`src/rtl/count_scheduler.sv`:
```
// Round-robin scheduler that lets two clients share one 4-bit counter.
// Each run issues a synchronous clear, then len count-enables, then checks the fed-back value.
module count_scheduler #(
  parameter int WIDTH = 4
) (
  input  logic             clk,
  input  logic             clear,
  input  logic             req0,
  input  logic             req1,
  input  logic [WIDTH-1:0] len0,
  input  logic [WIDTH-1:0] len1,
  input  logic [WIDTH-1:0] q,
  output logic             cnt_clr,
  output logic             cnt_en,
  output logic             gnt0,
  output logic             gnt1,
  output logic             done0,
  output logic             done1,
  output logic             busy,
  output logic             err
);

  typedef enum logic [1:0] {IDLE, CLR, RUN, CHK} state_t;

  state_t           state;
  state_t           next_state;
  logic [WIDTH-1:0] rem;
  logic [WIDTH-1:0] len_q;
  logic             last;
  logic             owner;
  logic             any_req;
  logic             winner;

  // On contention the client that was not served last wins.
  always_comb begin
    any_req = req0 | req1;
    winner  = (req0 && req1) ? ~last : req1;
  end

  always_ff @(posedge clk or posedge clear) begin
    if (clear) begin
      state <= IDLE;
    end else begin
      state <= next_state;
    end
  end

  always_comb begin
    next_state = state;
    case (state)
      IDLE:    if (any_req) next_state = CLR;
      CLR:     next_state = (len_q != '0) ? RUN : CHK;
      RUN:     if (rem == WIDTH'(1)) next_state = CHK;
      CHK:     next_state = IDLE;
      default: next_state = IDLE;
    endcase
  end

  // Run bookkeeping: latch winner and length at grant, count down, verify at the end.
  always_ff @(posedge clk or posedge clear) begin
    if (clear) begin
      rem   <= '0;
      len_q <= '0;
      last  <= 1'b1;
      owner <= 1'b0;
      err   <= 1'b0;
    end else begin
      case (state)
        IDLE: begin
          if (any_req) begin
            owner <= winner;
            rem   <= winner ? len1 : len0;
            len_q <= winner ? len1 : len0;
          end
        end
        RUN: rem <= rem - WIDTH'(1);
        CHK: begin
          if (q != len_q) err <= 1'b1;
          last <= owner;
        end
        default: ;
      endcase
    end
  end

  always_comb begin
    cnt_clr = 1'b0;
    cnt_en  = 1'b0;
    gnt0    = 1'b0;
    gnt1    = 1'b0;
    done0   = 1'b0;
    done1   = 1'b0;
    busy    = 1'b0;
    case (state)
      CLR: begin
        cnt_clr = 1'b1;
        busy    = 1'b1;
        gnt0    = ~owner;
        gnt1    = owner;
      end
      RUN: begin
        cnt_en = 1'b1;
        busy   = 1'b1;
        gnt0   = ~owner;
        gnt1   = owner;
      end
      CHK: begin
        done0 = ~owner;
        done1 = owner;
        busy  = 1'b1;
        gnt0  = ~owner;
        gnt1  = owner;
      end
      default: ;
    endcase
  end

endmodule

```
`config.mk`:
```
export PLATFORM = sky130hd
export DESIGN_NAME = count_scheduler
export DESIGN_NICKNAME = d
export VERILOG_FILES = /design/src/rtl/count_scheduler.sv
export SDC_FILE = /design/constraint.sdc
export NUM_CORES = 1
export LEC_CHECK = 0
export ABC_AREA = 1
export ABC_CLOCK_PERIOD_IN_PS = 2820
export CORE_MARGIN = 2
export CORE_UTILIZATION = 32
export DETAILED_ROUTE_END_ITERATION = 7
export DONT_BUFFER_PORTS = 1
export PLACE_DENSITY = 0.57
export SYNTH_ARGS = -nofsm -noshare
export SYNTH_HDL_FRONTEND = slang
export SYNTH_SLANG_ARGS = --single-unit
```
`constraint.sdc`:
```
create_clock -name clk -period 2.82 [get_ports clk]
set_input_delay 0.282 -clock clk [delete_from_list [all_inputs] [get_ports clk]]
set_output_delay 0.282 -clock clk [all_outputs]
set_load 0.03 [all_outputs]
```
==> results of run 1 <==
[power breakdown]
part | switching (mW) | total [mW] | internal [mW]
Clock | 0.0611 | 0.116 | 0.0548
Combinational | 0.443 | 0.654 | 0.211
Sequential | 0.0838 | 0.365 | 0.281
[state kept, by name, summed over array words and instances (netlist names)]
name   cells
owner      1
rem        4
state      2
len_q      4
err        1
last       1
[area by class of cell]
| cell class | count | area (um^2) | share of cell area |
|---|---|---|---|
| inverters | 21 | 78.8 | 0.0813 |
| multi-input cells | 94 | 489 | 0.505 |
| repair buffers | 1 | 10.0 | 0.0103 |
| flip-flops and latches | 13 | 327 | 0.337 |
| well taps | 31 | 38.8 | 0.0400 |
| clock buffers | 4 | 26.3 | 0.0271 |
[logic make-up (layout without fill, tap and decap cells)]
logic type | Yosys count | after routing | share of synthesized area
compound gates | 9 | 9 | 0.0671
xor+xnor | 2 | 2 | 0.0196
flops | 13 | 13 | 0.365
simple gates | 76 | 76 | 0.362
fa+ha+maj | 7 | 7 | 0.0979
buf+inv | 21 | 26 | 0.0881
[final timing paths]
check / start / endpoint / slack, ns / cells after the start
worst max-delay path: state[0]$_DFFE_PP0P_ / gnt1 / 1.06 / 3
worst min-delay path: len1[0] / len_q[0]$_DFFE_PP0P_ / 0.24 / 2
worst max register to register: state[0]$_DFFE_PP0P_ / state[0]$_DFFE_PP0P_ / 1.22 / 6
worst min register to register: last$_DFFE_PP1N_ / last$_DFFE_PP1N_ / 0.49 / 2
max in group asynchronous: clear / last$_DFFE_PP1N_ / 2.01 / 2
min in group asynchronous: clear / rem[0]$_DFFE_PP0P_ / 0.45 / 2
[cell usage after synthesis]
cell                       n
sky130_fd_sc_hd__o21ai_0   2
sky130_fd_sc_hd__nand2_1  40
sky130_fd_sc_hd__dfstp_2   1
sky130_fd_sc_hd__nand2_2   2
sky130_fd_sc_hd__a21oi_1   3
sky130_fd_sc_hd__inv_1    20
sky130_fd_sc_hd__o21ai_4   1
sky130_fd_sc_hd__or2_2     1
sky130_fd_sc_hd__nor2_2    1
sky130_fd_sc_hd__o21ai_2   1
sky130_fd_sc_hd__xor2_1    2
sky130_fd_sc_hd__nand2_4   1
sky130_fd_sc_hd__nor2_1   14
sky130_fd_sc_hd__inv_2     1
sky130_fd_sc_hd__o21ai_1   2
sky130_fd_sc_hd__nand3_1  17
sky130_fd_sc_hd__ha_1      7
sky130_fd_sc_hd__dfrtp_1  12
[through the flow]
| stage | cell area [um^2] | power, mW | instances |
|---|---|---|---|
| 2_1_floorplan | 895 | 0.905 | 128 |
| 3_3_place_gp | 933 | 1.01 | 159 |
| 3_5_place_dp | 933 | 1.03 | 159 |
| 4_1_cts | 970 | 1.15 | 164 |
| 5_1_grt | 970 | 1.25 | 164 |
| 6_report | 970 | 1.14 | 164 |
[worst max-delay path, stage by stage, from the launching register on]
cell                      delay, ns
sky130_fd_sc_hd__dfrtp_1       0.43
sky130_fd_sc_hd__inv_1         0.10
sky130_fd_sc_hd__ha_1          0.24
sky130_fd_sc_hd__nor2_1        0.45
[routing by layer]
metal  up-vias  track usage  share of wire
met2        15        0.211           0.49
li1        407            -              -
met3         0       0.0369          0.051
met1       349        0.145           0.46
met5         -            0              0
met4         0       0.0299              0
==> results.txt, run 1 <==
----------------------------------------------------
[Layout]
  Core Util, Final ... 0.358
  Leading cell type in the layout, fill and taps excluded ... sky130_fd_sc_hd__nand2_1
  Number of fill cells in the layout ... 307
  Nets@finish ... 157
  P&R area growth vs syn ... 8.39%
  Most frequent cells in the layout ... 40 x sky130_fd_sc_hd__nand2_1, 20 x sky130_fd_sc_hd__inv_1, 17 x sky130_fd_sc_hd__nand3_1
  Share of cells above drive strength 1 ... 0.0902
  Inserted Diodes ... 0

[Route]
  Antenna viol nets, final ... 0
  Wirelength, routed ... 1850 um
  Via/cell ratio ... 4.70
  Vias post-DR ... 771
  Number of remaining DRC errors ... 0
  Total iterations of the first detailed-routing run ... 4
  Post-detailed-route wirelength per cell ... 11.3 um
  Iteration-0 DRC count of the detailed router ... 20

[STA]
  Worst hold-check slack ... 0.242 ns
  Final worst slack ... 1.06 ns
  # setup viols final ... 0
  Setup_tns ... 0 ns
  Final Hold Fails ... 0
  Number of max-slew violations in the final report ... 0
  Share of the clock period used by the worst path ... 0.626
  Period minus WS final ... 1.76 ns
  Unrepaired setup endpoints after global routing ... no
  Max Clock Skew ... 0.00808 ns
  Worst-case headroom to the max-slew limit ... 0.601
  Worst Max-Slew Pin Slew ... 0.598 ns
  Highest attainable clock frequency ... 567 MHz

[Power and ir drop]
  Peak supply drop ... 0.000566 V
  Total power divided by cell area ... 1170 nW/um^2
  Static Leakage ... 0.554 nW

[Floorplanning]
  Placement Rows ... 19
  Height of the die ... 56.9 um
  Count of boundary I/O pins ... 24
  DIE AREA ... 3230 um^2
  Core outline area ... 2710 um^2
  Effective utilization at floorplan ... 0.330
  Chip Width ... 56.9 um

[Clock tree]
  Clock-pin slew on the worst setup and hold paths ... 0.08 ns
  Buffers from clock root to sink, at most ... 2
  Clock buffers created by TritonCTS ... 3
  Cells resized by post-CTS repair ... 0
  Skew-Pair Late Insertion Delay ... 0.28 ns
  Setup bufs post-CTS ... 0
  Clock Sink Count ... 13
  TritonCTS clock tree ... built
  Buffer type at the clock tree root ... sky130_fd_sc_hd__clkbuf_4
  Count of H-tree levels built during CTS ... 1
  Hold buffer count at cts ... 1

[GRT]
  Global-route wire length before repair ... 3080 um
  Overall fraction of global-route tracks in use ... 0.121
  GRT Residual Overflow ... 0
  Maximum number of pins on one net before global-route repair ... 14
  Initial antenna violation count ... 0
  Vias in the first global route ... 718

[Worst setup path]
  Worst setup SP type ... flip-flop
  Kind of capture point of the worst setup path ... primary output
  Required time at the worst-slack endpoint ... 2.54 ns
  Biggest fanout along the worst timing path ... 5
  Path type of the worst setup path ... reg2out
  Data arrival time of the critical path ... 1.48 ns

[Synthesis]
  Area contributors post-synth ... sky130_fd_sc_hd__dfrtp_1 34%, sky130_fd_sc_hd__nand2_1 17%, sky130_fd_sc_hd__ha_1 9.8%
  YS warnings ... 0
  Mapped Area ... 895 um^2
  Post-Synthesis Net Count ... 151
  Number of register bits inferred by synthesis ... 13
  Cell type with the largest total area after synthesis ... sky130_fd_sc_hd__dfrtp_1
  Sequential-to-total area share from yosys stat ... 0.365
  Unique cell type count in the Yosys netlist ... 18
  Post-Syn Area per Cell ... 6.99 um^2
  Share of the synthesized area in the top cell type ... 0.336
  Synthesized instance count ... 128

[Placed design]
  Number of I/O port buffers ... 0
  Worst slack at placement ... 1.22 ns
  Detailed placer's ending HPWL ... 1550 um
  RePlAce Congestion ... 0.759

[Outcome]
  Outcome ... finished, final reports clean

[Min path]
  Worst Hold Class ... in2reg

[Job]
  Max-cap check violation count ... 0

----------------------------------------------------
Note: power is estimated with default switching activity, not from simulation.
==> inputs of run 2 (changes only) <==
--- a/config.mk
+++ b/config.mk
@@ -6,7 +6,7 @@
 export NUM_CORES = 1
 export LEC_CHECK = 0
 export ABC_AREA = 1
-export ABC_CLOCK_PERIOD_IN_PS = 2820
+export ABC_CLOCK_PERIOD_IN_PS = 1700
 export CORE_MARGIN = 2
 export CORE_UTILIZATION = 32
 export DETAILED_ROUTE_END_ITERATION = 7
==> constraint.sdc (replaced) <==
create_clock -name clk -period 1.7 [get_ports clk]
set_input_delay 0.17 -clock clk [delete_from_list [all_inputs] [get_ports clk]]
set_output_delay 0.17 -clock clk [all_outputs]
set_load 0.03 [all_outputs]
==> run 2 against run 1 <==
  * Routed wire length shrank 1.7%
  * Combinational power grew 80%
  * Register-to-register slack lost 0.93 ns
  * Critical path depth is the same
  * Die area is the same
  * Power grew 74%
  * Flip-flop and latch count is the same
  * Clock-buffer cell count is the same
  * Worst setup slack lost 0.97 ns
  * Clock skew shrank 0.0048 ns
  * Critical path type unchanged
  * Via count grew 2.1%
  * Sequential power grew 64%
==> results.txt, run 2 (synthesis results as in run 1) <==
----------------------------------------------------
[Power and ir drop]
  Static Leakage ... 0.585 nW (was 0.554 nW)
  Total power of the final layout ... 1.97 mW (was 1.14 mW)
  Total power divided by cell area ... 1950 nW/um^2 (was 1170 nW/um^2)
  Peak supply drop ... 0.000810 V (was 0.000566 V)

[Route]
  Total iterations of the first detailed-routing run ... 4 (unchanged)
  Iteration-0 DRC count of the detailed router ... 23 (was 20)
  Via/cell ratio ... 4.63 (was 4.70)
  Number of remaining DRC errors ... 0 (unchanged)
  Antenna viol nets, final ... 0 (unchanged)
  Post-detailed-route wirelength per cell ... 10.7 um (was 11.3 um)
  Wirelength, routed ... 1820 um (was 1850 um)
  Vias post-DR ... 787 (was 771)

[Placed design]
  Worst slack at placement ... 0.286 ns (was 1.22 ns)
  Detailed placer's ending HPWL ... 1470 um (was 1550 um)
  RePlAce Congestion ... 0.846 (was 0.759)
  Number of I/O port buffers ... 0 (unchanged)

[Clock tree]
  Clock-pin slew on the worst setup and hold paths ... 0.08 ns (about the same)
  Buffers from clock root to sink, at most ... 2 (unchanged)
  Setup bufs post-CTS ... 0 (unchanged)
  Skew-Pair Late Insertion Delay ... 0.28 ns (about the same)
  Cells resized by post-CTS repair ... 0 (unchanged)
  TritonCTS clock tree ... built (unchanged)
  Hold buffer count at cts ... 1 (unchanged)
  Clock Sink Count ... 13 (unchanged)
  Count of H-tree levels built during CTS ... 1 (unchanged)
  Buffer type at the clock tree root ... sky130_fd_sc_hd__clkbuf_4 (unchanged)
  Clock buffers created by TritonCTS ... 3 (unchanged)

[Min path]
  Cells on Worst Hold Path ... 2 (unchanged)
  Worst Hold Class ... in2reg (unchanged)

[STA]
  Setup_tns ... 0 ns (unchanged)
  Highest attainable clock frequency ... 618 MHz
  Unrepaired setup endpoints after global routing ... no (unchanged)
  Number of max-slew violations in the final report ... 0 (unchanged)
  Max Clock Skew ... 0.00332 ns (was 0.00808 ns)
  Period minus WS final ... 1.62 ns
  Share of the clock period used by the worst path ... 0.952
  Worst-case headroom to the max-slew limit ... 0.669 (was 0.601)
  Worst hold-check slack ... 0.114 ns (was 0.242 ns)
  # setup viols final ... 0 (unchanged)
  Final Hold Fails ... 0 (unchanged)
  Worst Max-Slew Pin Slew ... 0.496 ns (was 0.598 ns)
  Final worst slack ... 0.0811 ns (was 1.06 ns)

[Worst setup path]
  Setup crit start ... state[0]$_DFFE_PP0P_ (unchanged)
  Kind of capture point of the worst setup path ... primary output (unchanged)
  Flop2flop setup slack ... 0.29 ns (was 1.22 ns)
  Data arrival time of the critical path ... 1.45 ns (was 1.48 ns)
  Biggest fanout along the worst timing path ... 8 (was 5)
  Worst setup SP type ... flip-flop (unchanged)
  Highest cell delay on the worst timing path ... 0.43 ns (was 0.45 ns)
  Reg2reg end ... rem[1]$_DFFE_PP0P_ (was state[0]$_DFFE_PP0P_)
  FF-to-FF Start ... state[0]$_DFFE_PP0P_ (unchanged)
  Required time at the worst-slack endpoint ... 1.53 ns (was 2.54 ns)
  Worst setup endpoint ... cnt_en (was gnt1)
  Count of cells along the worst register-to-register path ... 6 (unchanged)
  Number of buffers and inverters on the critical path ... 2 (was 1)
  CP Depth ... 3 (unchanged)
  Cell-by-cell listing of the critical path ... inv_1, ha_1, buf_4 (was inv_1, ha_1, nor2_1)
  Kind of cell with the highest combined delay on the critical path ... flip-flops (was simple AND/OR/NAND/NOR gates)
  Slowest stage cell on the critical path ... sky130_fd_sc_hd__dfrtp_1 (was sky130_fd_sc_hd__nor2_1)
  Path type of the worst setup path ... reg2out (unchanged)

[Layout]
  Share of cells above drive strength 1 ... 0.129 (was 0.0902)
  P&R area growth vs syn ... 13.4% (was 8.39%)
  Largest registers ranked by flip-flop count ... len_q (4), rem (4), state (2) (unchanged)
  Inserted Diodes ... 0 (unchanged)
  Core Util, Final ... 0.374 (was 0.358)
  Nets@finish ... 163 (was 157)
  Most frequent cells in the layout ... 40 x sky130_fd_sc_hd__nand2_1, 20 x sky130_fd_sc_hd__inv_1, 17 x sky130_fd_sc_hd__nand3_1 (unchanged)
  Leading cell type in the layout, fill and taps excluded ... sky130_fd_sc_hd__nand2_1 (unchanged)
  Number of fill cells in the layout ... 295 (was 307)

[Job]
  Max-cap check violation count ... 0 (unchanged)

[GRT]
  Vias in the first global route ... 766 (was 718)
  Overall fraction of global-route tracks in use ... 0.129 (was 0.121)
  Initial antenna violation count ... 0 (unchanged)
  Maximum number of pins on one net before global-route repair ... 14 (unchanged)
  Global-route wire length before repair ... 3270 um (was 3080 um)
  GRT Residual Overflow ... 0 (unchanged)

[Outcome]
  Outcome ... finished, final reports clean (unchanged)

[Floorplanning]
  DIE AREA ... 3230 um^2 (unchanged)
  Core outline area ... 2710 um^2 (unchanged)
  Chip Width ... 56.9 um (unchanged)
  Height of the die ... 56.9 um (unchanged)
  Placement Rows ... 19 (unchanged)
  Effective utilization at floorplan ... 0.330 (unchanged)
  Count of boundary I/O pins ... 24 (unchanged)

----------------------------------------------------
==> run 2: cell types whose count changed in the layout (fill, tap and decap cells not counted) <==
cell / delta
sky130_fd_sc_hd__buf_4: +6
==> run 2: layout make-up <==
class                           count  area (um^2)  share of cell area
Clock buffer                        4         26.3              0.0259
Inverter                           21         78.8              0.0777
Multi-Input combinational cell     94          489               0.482
Sequential cell                    13          327               0.322
Tap cell                           31         38.8              0.0382
Timing Repair Buffer                7         55.1              0.0543
==> run 2: power breakdown <==
part / total, mW / switching (mW) / internal (mW) / leakage (nW)
combinational: 1.18 / 0.742 / 0.436 / 0.420
clock: 0.200 / 0.109 / 0.0911 / 0.0150
sequential: 0.597 / 0.131 / 0.466 / 0.150
total: 1.97 / 0.982 / 0.993 / 0.585
==> run 2: how the worst min path moves through the flow <==
stage,startpoint,slack [ns],end
floorplan,clear,0.05,err$_DFFE_PP0P_
global placement,clear,0.12,rem[0]$_DFFE_PP0P_
detailed placement,clear,0.13,rem[0]$_DFFE_PP0P_
CTS,len1[0],0.11,len_q[0]$_DFFE_PP0P_
global route,req1,0.13,owner$_DFFE_PP0P_
finish,len1[0],0.11,len_q[0]$_DFFE_PP0P_
==> run 2: per-stage QoR <==
stage                     cells  cell area [um^2]
after floorplan             128               895
after global placement      165               978
after detailed placement    165               978
after CTS                   170              1010
after global routing        170              1010
final                       170              1010
==> run 2: layer usage <==
metal | share of wire | track usage
met1 | 0.47 | 0.162
met5 | 0 | 0
met4 | 0.0077 | 0.0299
met2 | 0.46 | 0.211
met3 | 0.060 | 0.0484
==> inputs of run 3 (changes only) <==
--- a/config.mk
+++ b/config.mk
@@ -7,6 +7,7 @@
 export LEC_CHECK = 0
 export ABC_AREA = 1
 export ABC_CLOCK_PERIOD_IN_PS = 1700
+export CORE_ASPECT_RATIO = 1.25
 export CORE_MARGIN = 2
 export CORE_UTILIZATION = 32
 export DETAILED_ROUTE_END_ITERATION = 7
==> run 3 against run 2 <==
  * Worst setup slack gained 0.043 ns
  * Sequential share of layout area shrank 0.12 points
  * Worst hold slack improved by 0.0092 ns
  * Via count up 1.0%
  * Flip-flop and latch count unchanged
  * Clock power decreased by 5%
  * Power increased by 0.44%
  * Largest power group unchanged
  * Clock-buffer cell count unchanged
  * Die area barely moved
  * Combinational power about the same
  * Critical path type unchanged
==> results.txt, run 3 (synthesis results as in run 1) <==
----------------------------------------------------
[Outcome]
  Outcome ... finished, final reports clean (unchanged)

[Route]
  Antenna viol nets, final ... 0 (unchanged)
  Post-detailed-route wirelength per cell ... 11.3 um (was 10.7 um)
  Wirelength, routed ... 1960 um (was 1820 um)
  Vias post-DR ... 795 (was 787)
  Number of remaining DRC errors ... 0 (unchanged)
  Iteration-0 DRC count of the detailed router ... 14 (was 23)
  Via/cell ratio ... 4.60 (was 4.63)
  Total iterations of the first detailed-routing run ... 5 (was 4)

[STA]
  Final Hold Fails ... 0 (unchanged)
  Highest attainable clock frequency ... 635 MHz (was 618 MHz)
  # setup viols final ... 0 (unchanged)
  Period minus WS final ... 1.58 ns (was 1.62 ns)
  Final worst slack ... 0.125 ns (was 0.0811 ns)
  Worst-case headroom to the max-slew limit ... 0.669 (about the same)
  Max Clock Skew ... 0.000915 ns (was 0.00332 ns)
  Number of max-slew violations in the final report ... 0 (unchanged)
  Unrepaired setup endpoints after global routing ... no (unchanged)
  Worst Max-Slew Pin Slew ... 0.495 ns (was 0.496 ns)
  Setup_tns ... 0 ns (unchanged)
  Share of the clock period used by the worst path ... 0.927 (was 0.952)

[Worst setup path]
  FF-to-FF Start ... state[0]$_DFFE_PP0P_ (unchanged)
  Worst setup SP type ... flip-flop (unchanged)
  Path type of the worst setup path ... reg2out (unchanged)
  Setup crit start ... state[0]$_DFFE_PP0P_ (unchanged)
  Biggest fanout along the worst timing path ... 8 (unchanged)
  Flop2flop setup slack ... 0.32 ns (was 0.29 ns)
  Kind of capture point of the worst setup path ... primary output (unchanged)
  Highest cell delay on the worst timing path ... 0.43 ns (about the same)
  Data arrival time of the critical path ... 1.41 ns (was 1.45 ns)
  Cell-by-cell listing of the critical path ... inv_1, ha_1, buf_4 (unchanged)
  Required time at the worst-slack endpoint ... 1.53 ns (about the same)
  Slowest stage cell on the critical path ... sky130_fd_sc_hd__dfrtp_1 (unchanged)

[Power and ir drop]
  Total power divided by cell area ... 1950 nW/um^2 (about the same)
  Switching Power ... 0.989 mW (was 0.982 mW)
  Relative contribution of sequential cells to total power ... 0.307 (was 0.302)
  Power share of the combinational group ... 0.597 (was 0.596)
  Cell-internal power ... 0.995 mW (was 0.993 mW)
  Static Leakage ... 0.585 nW (unchanged)
  Total power of the final layout ... 1.98 mW (was 1.97 mW)
  Power share of the clock group ... 0.096 (was 0.101)
  Peak supply drop ... 0.000728 V (was 0.000810 V)
  Net Sw Frac ... 0.498 (was 0.497)

[GRT]
  Vias in the first global route ... 792 (was 766)
  Global-route wire length before repair ... 3450 um (was 3270 um)
  GRT Residual Overflow ... 0 (unchanged)
  Initial antenna violation count ... 0 (unchanged)
  Overall fraction of global-route tracks in use ... 0.141 (was 0.129)
  Maximum number of pins on one net before global-route repair ... 14 (unchanged)

[Floorplanning]
  Placement Rows ... 21 (was 19)
  Chip Width ... 51.3 um (was 56.9 um)
  Height of the die ... 63.1 um (was 56.9 um)
  Core outline area ... 2680 um^2 (was 2710 um^2)
  Count of boundary I/O pins ... 24 (unchanged)
  Effective utilization at floorplan ... 0.334 (was 0.330)
  DIE AREA ... 3240 um^2 (was 3230 um^2)

[Clock tree]
  Clock Sink Count ... 13 (unchanged)
  Hold buffer count at cts ... 1 (unchanged)
  Clock buffers created by TritonCTS ... 3 (unchanged)
  Skew-Pair Late Insertion Delay ... 0.27 ns (was 0.28 ns)
  TritonCTS clock tree ... built (unchanged)
  Count of H-tree levels built during CTS ... 1 (unchanged)
  Clock-pin slew on the worst setup and hold paths ... 0.08 ns (about the same)
  Buffers from clock root to sink, at most ... 2 (unchanged)
  Buffer type at the clock tree root ... sky130_fd_sc_hd__clkbuf_4 (unchanged)
  Cells resized by post-CTS repair ... 0 (unchanged)
  Setup bufs post-CTS ... 0 (unchanged)

[Placed design]
  Worst slack at placement ... 0.320 ns (was 0.286 ns)
  Number of I/O port buffers ... 0 (unchanged)
  Detailed placer's ending HPWL ... 1620 um (was 1470 um)
  RePlAce Congestion ... 0.871 (was 0.846)

[Layout]
  Largest registers ranked by flip-flop count ... len_q (4), rem (4), state (2) (unchanged)
  Most frequent cells in the layout ... 40 x sky130_fd_sc_hd__nand2_1, 20 x sky130_fd_sc_hd__inv_1, 17 x sky130_fd_sc_hd__nand3_1 (unchanged)
  P&R area growth vs syn ... 13.8% (was 13.4%)
  Inserted Diodes ... 0 (unchanged)
  Nets@finish ... 163 (unchanged)
  Leading cell type in the layout, fill and taps excluded ... sky130_fd_sc_hd__nand2_1 (unchanged)
  Share of cells above drive strength 1 ... 0.129 (unchanged)

[Min path]
  HP Start ... len1[0] (unchanged)
  Worst Hold Class ... in2reg (unchanged)

[Job]
  Max-cap check violation count ... 0 (unchanged)

----------------------------------------------------
[run 3: cell counts in the layout (fill, tap and decap cells not counted)]
Identical to the previous run, type by type.
[run 3: final timing paths]
| check | end | cells past startpoint |
|---|---|---|
| min | len_q[0]$_DFFE_PP0P_ | 2 |
| min in group asynchronous | rem[3]$_DFFE_PP0P_ | 2 |
| max in group asynchronous | last$_DFFE_PP1N_ | 2 |
| min reg2reg | last$_DFFE_PP1N_ | 2 |
| max | cnt_en | 3 |
| max reg2reg | rem[3]$_DFFE_PP0P_ | 6 |
[run 3: layout make-up]
cell class,instances,area (um^2)
multi-input cells,94,489
inverters,21,78.8
well taps,34,42.5
clock buffers,4,26.3
fillers,301,1660
repair buffers,7,55.1
flip-flops and latches,13,327
[run 3: routing by layer]
| metal | global-route usage | routed length, um | part of all wire |
|---|---|---|---|
| met2 | 0.235 | 983 | 0.50 |
| met1 | 0.168 | 845 | 0.43 |
| met5 | 0 | 0 | 0 |
| met3 | 0.0355 | 108 | 0.055 |
| met4 | 0.0592 | 25 | 0.013 |
[run 3: per-stage QoR]
| step | util | instances | cell area (um^2) | hold slack [ns] |
|---|---|---|---|---|
| floorplan | - | 128 | 895 | 0.0462 |
| global placement | 0.366 | 168 | 982 | 0.117 |
| detailed placement | 0.366 | 168 | 982 | 0.122 |
| CTS | 0.380 | 173 | 1020 | 0.121 |
| global route | 0.380 | 173 | 1020 | 0.118 |
| finish | 0.380 | 173 | 1020 | 0.124 |
[run 3: critical path, delay by kind of cell, from the launching register on]
family / cells / cell delay, ns
flops: 1 / 0.43
fa+ha+maj: 1 / 0.36
buf+inv: 2 / 0.35
[run 3: power by group through the flow]
stage               clock, mW  combinational, mW  sequential [mW]
global placement            0               1.16            0.610
floorplan                   0              0.928            0.573
CTS                     0.198               1.20            0.609
finish                  0.191               1.18            0.609
detailed placement          0               1.19            0.613
global route            0.213               1.34            0.637
